### src/rtl/writeback_stage.sv
// ============================================================================
// writeback_stage
// ----------------------------------------------------------------------------
// Purpose
//   This is the M->W pipeline register of the five-stage MIPS-style core,
//   followed by the writeback data selector that drives the GRF write port.
//   The same outputs are also the W-stage forwarding source for the hazard
//   unit.
//
// Configuration
//   WB_LOAD_EXT_EN : when defined, W_RegWD also decodes lb/lbu/lh/lhu.
//                    The byte or halfword is extracted from the registered
//                    DM read data. Registered ALUout[1:0] (little-endian)
//                    picks the byte, and ALUout[1] picks the halfword.
//                    When the macro is undefined, those opcodes fall to the
//                    ALUout default.
//
// Parameters
//   PC_RESET       : value loaded into W_PC while reset is asserted.
//
// Ports
//   clk            in   1   sole clock, rising edge
//   reset          in   1   synchronous, active-high reset
//   en             in   1   pipeline-register load enable (0 holds state)
//   flush          in   1   load a bubble instead of M-stage data
//   in_PC          in  32   M-stage PC
//   in_instruction in  32   M-stage instruction
//   in_ALUout      in  32   M-stage ALU result
//   in_Shift       in  32   M-stage shifter / lui result
//   in_DMout       in  32   M-stage data-memory read data
//   in_RegWreg     in   5   M-stage destination register
//   in_RegWrite    in   1   M-stage register write enable
//   in_Tnew        in   2   M-stage Tnew
//   W_PC           out 32   registered PC
//   W_instruction  out 32   registered instruction
//   W_RegWreg      out  5   GRF write address
//   W_RegWD        out 32   GRF write data
//   W_RegWrite     out  1   GRF write enable (never set for $0 or a bubble)
//   W_Tnew         out  2   W-stage Tnew for the hazard unit
//   W_valid        out  1   stage holds a real instruction
// ============================================================================
module writeback_stage #(
  parameter logic [31:0] PC_RESET = 32'h00003000
) (
  input  logic        clk,
  input  logic        reset,
  input  logic        en,
  input  logic        flush,
  input  logic [31:0] in_PC,
  input  logic [31:0] in_instruction,
  input  logic [31:0] in_ALUout,
  input  logic [31:0] in_Shift,
  input  logic [31:0] in_DMout,
  input  logic [4:0]  in_RegWreg,
  input  logic        in_RegWrite,
  input  logic [1:0]  in_Tnew,
  output logic [31:0] W_PC,
  output logic [31:0] W_instruction,
  output logic [4:0]  W_RegWreg,
  output logic [31:0] W_RegWD,
  output logic        W_RegWrite,
  output logic [1:0]  W_Tnew,
  output logic        W_valid
);

  // Opcodes (instruction bits [31:26]) that choose a non-ALU writeback source.
  localparam logic [5:0] OP_LW  = 6'b100011;
  localparam logic [5:0] OP_LUI = 6'b001111;
  localparam logic [5:0] OP_JAL = 6'b000011;
`ifdef WB_LOAD_EXT_EN
  localparam logic [5:0] OP_LB  = 6'b100000;
  localparam logic [5:0] OP_LBU = 6'b100100;
  localparam logic [5:0] OP_LH  = 6'b100001;
  localparam logic [5:0] OP_LHU = 6'b100101;
`endif

  // --------------------------------------------------------------------------
  // W pipeline register contents
  // --------------------------------------------------------------------------
  logic [31:0] pc_q;
  logic [31:0] instr_q;
  logic [31:0] alu_q;
  logic [31:0] shift_q;
  logic [31:0] dm_q;
  logic [4:0]  regwreg_q;
  logic        regwrite_q;
  logic [1:0]  tnew_q;
  logic        valid_q;

  // Tnew counts the cycles until a result is ready. One stage has elapsed by
  // the time the instruction reaches W, so the count drops by one. A result
  // that was already ready stays at zero rather than wrapping to 3.
  logic [1:0] tnew_dec;

  always_comb begin
    tnew_dec = 2'd0;
    if (in_Tnew != 2'd0) begin
      tnew_dec = in_Tnew - 2'd1;
    end
  end

  // Priority is reset, then flush, then en.
  // A flush loads a bubble even when en is low, so a stalled stage can still
  // be squashed. The bubble keeps the old PC, which leaves the exception and
  // debug views of the PC intact. The stored data words are left alone
  // because nothing reads them once the slot is invalid.
  always_ff @(posedge clk) begin
    if (reset) begin
      pc_q       <= PC_RESET;
      instr_q    <= 32'd0;
      alu_q      <= 32'd0;
      shift_q    <= 32'd0;
      dm_q       <= 32'd0;
      regwreg_q  <= 5'd0;
      regwrite_q <= 1'b0;
      tnew_q     <= 2'd0;
      valid_q    <= 1'b0;
    end else if (flush) begin
      instr_q    <= 32'd0;
      regwreg_q  <= 5'd0;
      regwrite_q <= 1'b0;
      tnew_q     <= 2'd0;
      valid_q    <= 1'b0;
    end else if (en) begin
      pc_q       <= in_PC;
      instr_q    <= in_instruction;
      alu_q      <= in_ALUout;
      shift_q    <= in_Shift;
      dm_q       <= in_DMout;
      regwreg_q  <= in_RegWreg;
      regwrite_q <= in_RegWrite;
      tnew_q     <= tnew_dec;
      valid_q    <= 1'b1;
    end
  end

  // --------------------------------------------------------------------------
  // Writeback data selection
  // --------------------------------------------------------------------------
  logic [5:0]  opcode;
  logic [31:0] link_addr;

  assign opcode    = instr_q[31:26];
  // jal links to the instruction after its delay slot.
  assign link_addr = pc_q + 32'd8;

`ifdef WB_LOAD_EXT_EN
  // Memory is little-endian. The low address bits that the ALU computed pick
  // the byte lane, and address bit 1 picks the upper or lower halfword.
  logic [7:0]  load_byte;
  logic [15:0] load_half;

  always_comb begin
    load_byte = dm_q[7:0];
    case (alu_q[1:0])
      2'b00:   load_byte = dm_q[7:0];
      2'b01:   load_byte = dm_q[15:8];
      2'b10:   load_byte = dm_q[23:16];
      default: load_byte = dm_q[31:24];
    endcase
    load_half = alu_q[1] ? dm_q[31:16] : dm_q[15:0];
  end
`endif

  // Any opcode that is not listed writes back the ALU result.
  always_comb begin
    W_RegWD = alu_q;
    case (opcode)
      OP_LW:   W_RegWD = dm_q;
      OP_LUI:  W_RegWD = shift_q;
      OP_JAL:  W_RegWD = link_addr;
`ifdef WB_LOAD_EXT_EN
      OP_LB:   W_RegWD = {{24{load_byte[7]}}, load_byte};
      OP_LBU:  W_RegWD = {24'd0, load_byte};
      OP_LH:   W_RegWD = {{16{load_half[15]}}, load_half};
      OP_LHU:  W_RegWD = {16'd0, load_half};
`endif
      default: W_RegWD = alu_q;
    endcase
  end

  // --------------------------------------------------------------------------
  // Outputs
  // --------------------------------------------------------------------------
  // The write enable is qualified at the output rather than at capture time.
  // This way a bubble or a write to $0 can never reach the GRF or the
  // forwarding muxes, whatever the M stage sent.
  assign W_RegWrite    = regwrite_q & valid_q & (regwreg_q != 5'd0);
  assign W_PC          = pc_q;
  assign W_instruction = instr_q;
  assign W_RegWreg     = regwreg_q;
  assign W_Tnew        = tnew_q;
  assign W_valid       = valid_q;

endmodule

### config.mk
export PLATFORM = sky130hd
export DESIGN_NAME = writeback_stage
export DESIGN_NICKNAME = d
export VERILOG_FILES = /design/src/rtl/writeback_stage.sv
export SDC_FILE = /design/constraint.sdc
export NUM_CORES = 1
export LEC_CHECK = 0
export ABC_AREA = 0
export CORE_ASPECT_RATIO = 1.25
export CORE_MARGIN = 2
export CORE_UTILIZATION = 40
export DETAILED_ROUTE_END_ITERATION = 7
export GPL_ROUTABILITY_DRIVEN = 1
export HOLD_SLACK_MARGIN = 0.05
export PLACE_DENSITY = 0.87
export SYNTH_ARGS = -nofsm -noshare
export SYNTH_HDL_FRONTEND = slang
export SYNTH_SLANG_ARGS = --single-unit
### constraint.sdc
create_clock -name clk -period 2 [get_ports clk]
set_input_delay 0.4 -clock clk [delete_from_list [all_inputs] [get_ports clk]]
set_output_delay 0.4 -clock clk [all_outputs]
set_load 0.02 [all_outputs]
; ---- Yosys cells after proc, flatten, opt, wreduce, memory -nomap -nowiden
; Cells that the tools add are included.
[word_totals]
word_cells = 23
reg_bits = 169
[op_classes]
n_reduce_logical = 4
add_sub_neg = 2
n_bitwise = 3
eq_ne = 3
n_mux = 2
[op_table]
columns = op, count
row1 = one-hot mux 32 bit (3 select lines), 1
row2 = adder 32 x 4 -> 32 bit (second input constant), 1
row3 = == test 6 x 2 -> 1 bit (second input constant), 1
row4 = == test 6 x 4 -> 1 bit (second input constant), 1
row5 = == test 6 bit (second input constant), 1
row6 = nonzero test 5 bit, 1
row7 = bitwise AND 1 bit, 2
row8 = two-way mux 2 bit, 1
row9 = AND reduction 2 bit, 1
row10 = nonzero test 2 bit, 1
row11 = OR reduction 2 bit, 1
row12 = subtractor 2 x 1 -> 2 bit (second input constant), 1
row13 = inverter 1 bit, 1

; ---- Logic depth before layout (Yosys ltp)
[depth]
depth_word = 2
ltp_mapped = 7
depth_no_buf = 6

; ---- Least setup slack after synthesis
; OpenSTA, ideal clock, no wires.
[synth_path]
kind = register -> output
start = register pc_q[3] (netlist: W_PC[3])
end = output port W_RegWD[25]
path_stages_with_launch = 8
slack_ns = -0.404
arrival_ns = 2.004
required_ns = 1.600
cell_sequence = dfxtp_1 ha_1 and3_1 buf_4 nand4_4 or4_1 a21oi_1 o22a_1
[synth_via]
elab_chain_len = 2
[synth_rtl]
columns = item, line_no
row1 = "start, declared", 80  ; logic [31:0] pc_q;
row2 = "start signal, assigned", 125  ; pc_q <= in_PC;
row3 = adder 32 x 4 -> 32 bit, 145  ; assign link_addr = pc_q + 32'd8;
row4 = one-hot mux 32 bit (3 select lines), 168  ; case (opcode)
row5 = "end, declared", 60  ; output logic [31:0] W_RegWD,
; No other way between the ends.

; ---- Final worst setup path
[layout_path]
start = register instr_q[29] (netlist: W_instruction[29])
end = output port W_RegWD[15]
[layout_via]
elab_chain_len = 2
elab_cells_between_ends = 4
[layout_rtl]
columns = item, line_no
row1 = "start, declared", 81  ; logic [31:0] instr_q;
row2 = "start signal, assigned", 126  ; instr_q <= in_instruction;
row3 = == test 6 x 2 -> 1 bit (tied with other cells), 168
row4 = one-hot mux 32 bit (3 select lines) (*), 168
; Mark *: on every way between the ends. The rest lies on a longest branch, timed or not.

==> results.py <==
metrics = {
    "run_status": {
        "status": "finished, violations left",
        "violations": "negative setup slack",
    },
    "clock_tree": {
        "cts_root_buf": "clkbuf_16",
        "clock_path_buffers": 2,
        "tritoncts": "done",
        "insertion_delay_ns": 0.42,
        "clk_pin_slew_ns": 0.07,
        "cts_hold_buf": 0,
        "h-tree-depth": 4,
        "cts_sinks": 169,
        "cts_made_buffers": 17,
    },
    "floorplan": {
        "ios": 277,
        "die_h_um": 153,
        "die_area_mm2": 0.0189,
        "design.core.area_mm2": 0.0175,
        "rows": 54,
        "start_util": 0.408,
        "die_w_um": 123,
    },
    "route": {
        "drc": 0,
        "final_antenna_net_count": 0,
        "dr.pass1.iters": 6,
        "wl_per_cell_um": 18.5,
        "vias": 7992,
        "drt_iter0_markers": 839,
        "routed_wl_um": 27400,
        "vias_per_cell": 5.38,
    },
    "layout": {
        "layout.cells.non_filler": 1485,
        "design_area_mm2": 0.0123,
        "drive_gt1_frac": 0.232,
        "mostFrequentLayoutCell": "nand2_1",
        "syn2layout_area_growth_pct": 71.8,
        "layout_common_cells": "nand2_1, clkdlybuf4s50_1, dfxtp_1, a21oi_1, buf_4",
        "n_antenna_cell": 0,
        "fin_nets": 1422,
    },
    "logic_synthesis": {
        "async_reset_ff_frac": 0,
        "ys_seq_area_frac": 0.474,
        "yosys_warnings": 0,
        "synth_area_mm2": 0.00714,
        "ys.flop_type": "dfxtp_1",
        "synthCells": 897,
        "avgSynthCellArea_um2": 7.95,
        "synth_edf_count": 0,
        "synth_cell_types": 50,
        "synth-seq-cells": 169,
        "synthesis.nets": 1070,
    },
    "global_route": {
        "grt_pass1_vias": 7921,
        "grt_max_degree": 129,
        "track_usage": 0.275,
        "antenna_found_initial": 1,
        "gr-total-overflow": 0,
        "grt_pass1_wl_um": 40500,
    },
    "critical_path": {
        "start_kind": "flop",
        "reg2reg_depth": 3,
        "r2r_setup_slack_ns": 1.08,
        "crit_fanout": 10,
        "rr_startpoint": "W_PC[23]",
        "required_ns": 1.60,
        "path_class": "flop to primary output",
        "cp-end-kind": "primary output",
        "r2r_end": "W_PC[23]",
        "cp.arrival_ns": 2.21,
    },
    "min_path": {
        "min_path_cells": 2,
        "hold_start": "alu_q[20]",
        "hp-class": "flop to flop",
        "min_to": "alu_q[20]",
    },
    "place": {
        "hpwl_um": 18900,
        "dp.cells": 1427,
        "place_ws_ns": -0.735,
        "place_area_mm2": 0.0109,
        "gp_congestion": 0.837,
        "io_buffers": 276,
    },
    "sta": {
        "hold_ws_ns": 0.451,
        "relSlewSlack": 0.629,
        "setup_viol": 32,
        "maxSlewViolCount": 0,
        "tightest_slew_ns": 0.557,
        "fin_skew_ns": 0,
        "hold_viol_final": 0,
        "period_minus_slack_ns": 2.61,
        "rsz0062_at_grt": "true",
        "fin_crit_sh": 1.30,
        "max_freq_ghz": 0.383,
        "fin_ws_ns": -0.608,
        "setup-tns-final_ns": -16.53,
    },
    "power_and_ir_drop": {
        "leakage_nw": 4.78,
        "power.density_mw_per_mm2": 666,
        "ir_drop_uv": 521,
    },
    "run": {
        "cap_violations": 0,
    },
}
[worst max-delay path by stage]
| stage | slack, ns | from | cells past startpoint | to |
|---|---|---|---|---|
| 2_1_floorplan | -0.21 | W_PC[4] | 7 | W_RegWD[25] |
| 3_3_place_gp | -0.73 | W_PC[4] | 7 | W_RegWD[25] |
| 3_5_place_dp | -0.73 | W_PC[3] | 7 | W_RegWD[25] |
| 4_1_cts | -0.60 | W_PC[3] | 7 | W_RegWD[20] |
| 5_1_grt | -0.70 | W_instruction[29] | 7 | W_RegWD[15] |
| 6_report | -0.61 | W_instruction[29] | 7 | W_RegWD[15] |
[metrics by stage]
stage / utilization / power (mW)
4_1_cts: 0.670 / 8.16
3_5_place_dp: 0.625 / 4.90
3_3_place_gp: 0.625 / 4.87
5_1_grt: 0.701 / 8.44
6_report: 0.701 / 8.16
2_1_floorplan: - / 4.17
[synth_stat cells (2+ instances only)]
master      n  area [um^2]
or4_1       3         22.5
buf_6       2         22.5
buf_2       8         40.0
o21a_1      2         15.0
o22a_1      2         17.5
nand4_1     3         18.8
a21oi_1   137          686
a221oi_1    8         70.1
and4_1      4         35.0
a221o_1     4         40.0
xor2_1      7         61.3
nor4_1      6         37.5
nor2_1     56          210
nand4_4     2         42.5
or2_2       2         12.5
buf_1       3         11.3
a222oi_1   14          140
nand2b_1    4         25.0
buf_4       2         15.0
a22oi_1    11         82.6
nor2b_1     2         12.5
dfxtp_1   169         3380
and3_1      3         18.8
inv_1       5         18.8
o21ai_0    20          100
clkbuf_1   54          203
nand2_1   272         1020
xnor2_1     9         78.8
nor3_1      3         15.0
or3_1       2         12.5
nand3b_1    4         30.0
o21ai_1     2         10.0
o31a_2      2         20.0
o31a_1      3         26.3
mux2i_1    38          380
nand3_1    13         65.1
o31ai_1     3         22.5
[report_power, final]
part	leakage (nW)	switching (mW)	internal [mW]
sequential	1.39	0.0984	3.51
clock	0.281	1.30	1.99
combinational	3.10	0.582	0.682
[kinds of logic after synthesis]
family                   count (synthesis)  share of synthesized area
AND/OR/NAND/NOR                        385                      0.228
AO/OA/AOI/OAI                          214                      0.179
flip-flops                             169                      0.474
buffers and inverters                   74                     0.0435
multiplexers                            38                     0.0533
XOR/XNOR                                16                     0.0196
adder cells (fa/ha/maj)                  1                    0.00175
[final cells by class]
class                           count  area, um^2
Inverter                            5        18.8
Fill cell                        1304        5240
Clock inverter                      8         121
Sequential cell                   169        3430
Tap cell                          224         280
Clock buffer                       23         458
Multi-Input combinational cell    654        3920
Timing Repair Buffer              402        4040
[worst max-delay path, stage by stage, from the launching register on]
cell and delay (ns):
dfxtp_2 0.33, and3b_2 0.22, and3_4 0.21, buf_12 0.15
a222oi_1 0.47, buf_4 0.20, o21ai_2 0.05, buf_6 0.14
[sequential cells by signal, summed over array words and instances, names as in the netlist]
| register | cells |
|---|---|
| W_valid | 1 |
| W_Tnew | 2 |
| regwrite_q | 1 |
| W_instruction | 32 |
| alu_q | 32 |
| dm_q | 32 |
| W_PC | 32 |
| shift_q | 32 |
| W_RegWreg | 5 |
[repair_timing]
item | CTS | global route
endpoints found under the setup margin | 36 | 35
gates resized for setup | 222 | 80
pin swaps | 33 | 30
gates cloned | 1 | 2
setup buffers | 3 | 22
[metal layers]
layer	track usage	vias up	part of all wire	wire length, um
met3	0.0739	78	0.083	2280
met4	0.137	0	0.044	1210
li1	-	3767	-	-
met1	0.313	3748	0.37	10300
met2	0.466	399	0.50	13700
met5	0	-	0	0
Power figures use the tool's default switching activity.
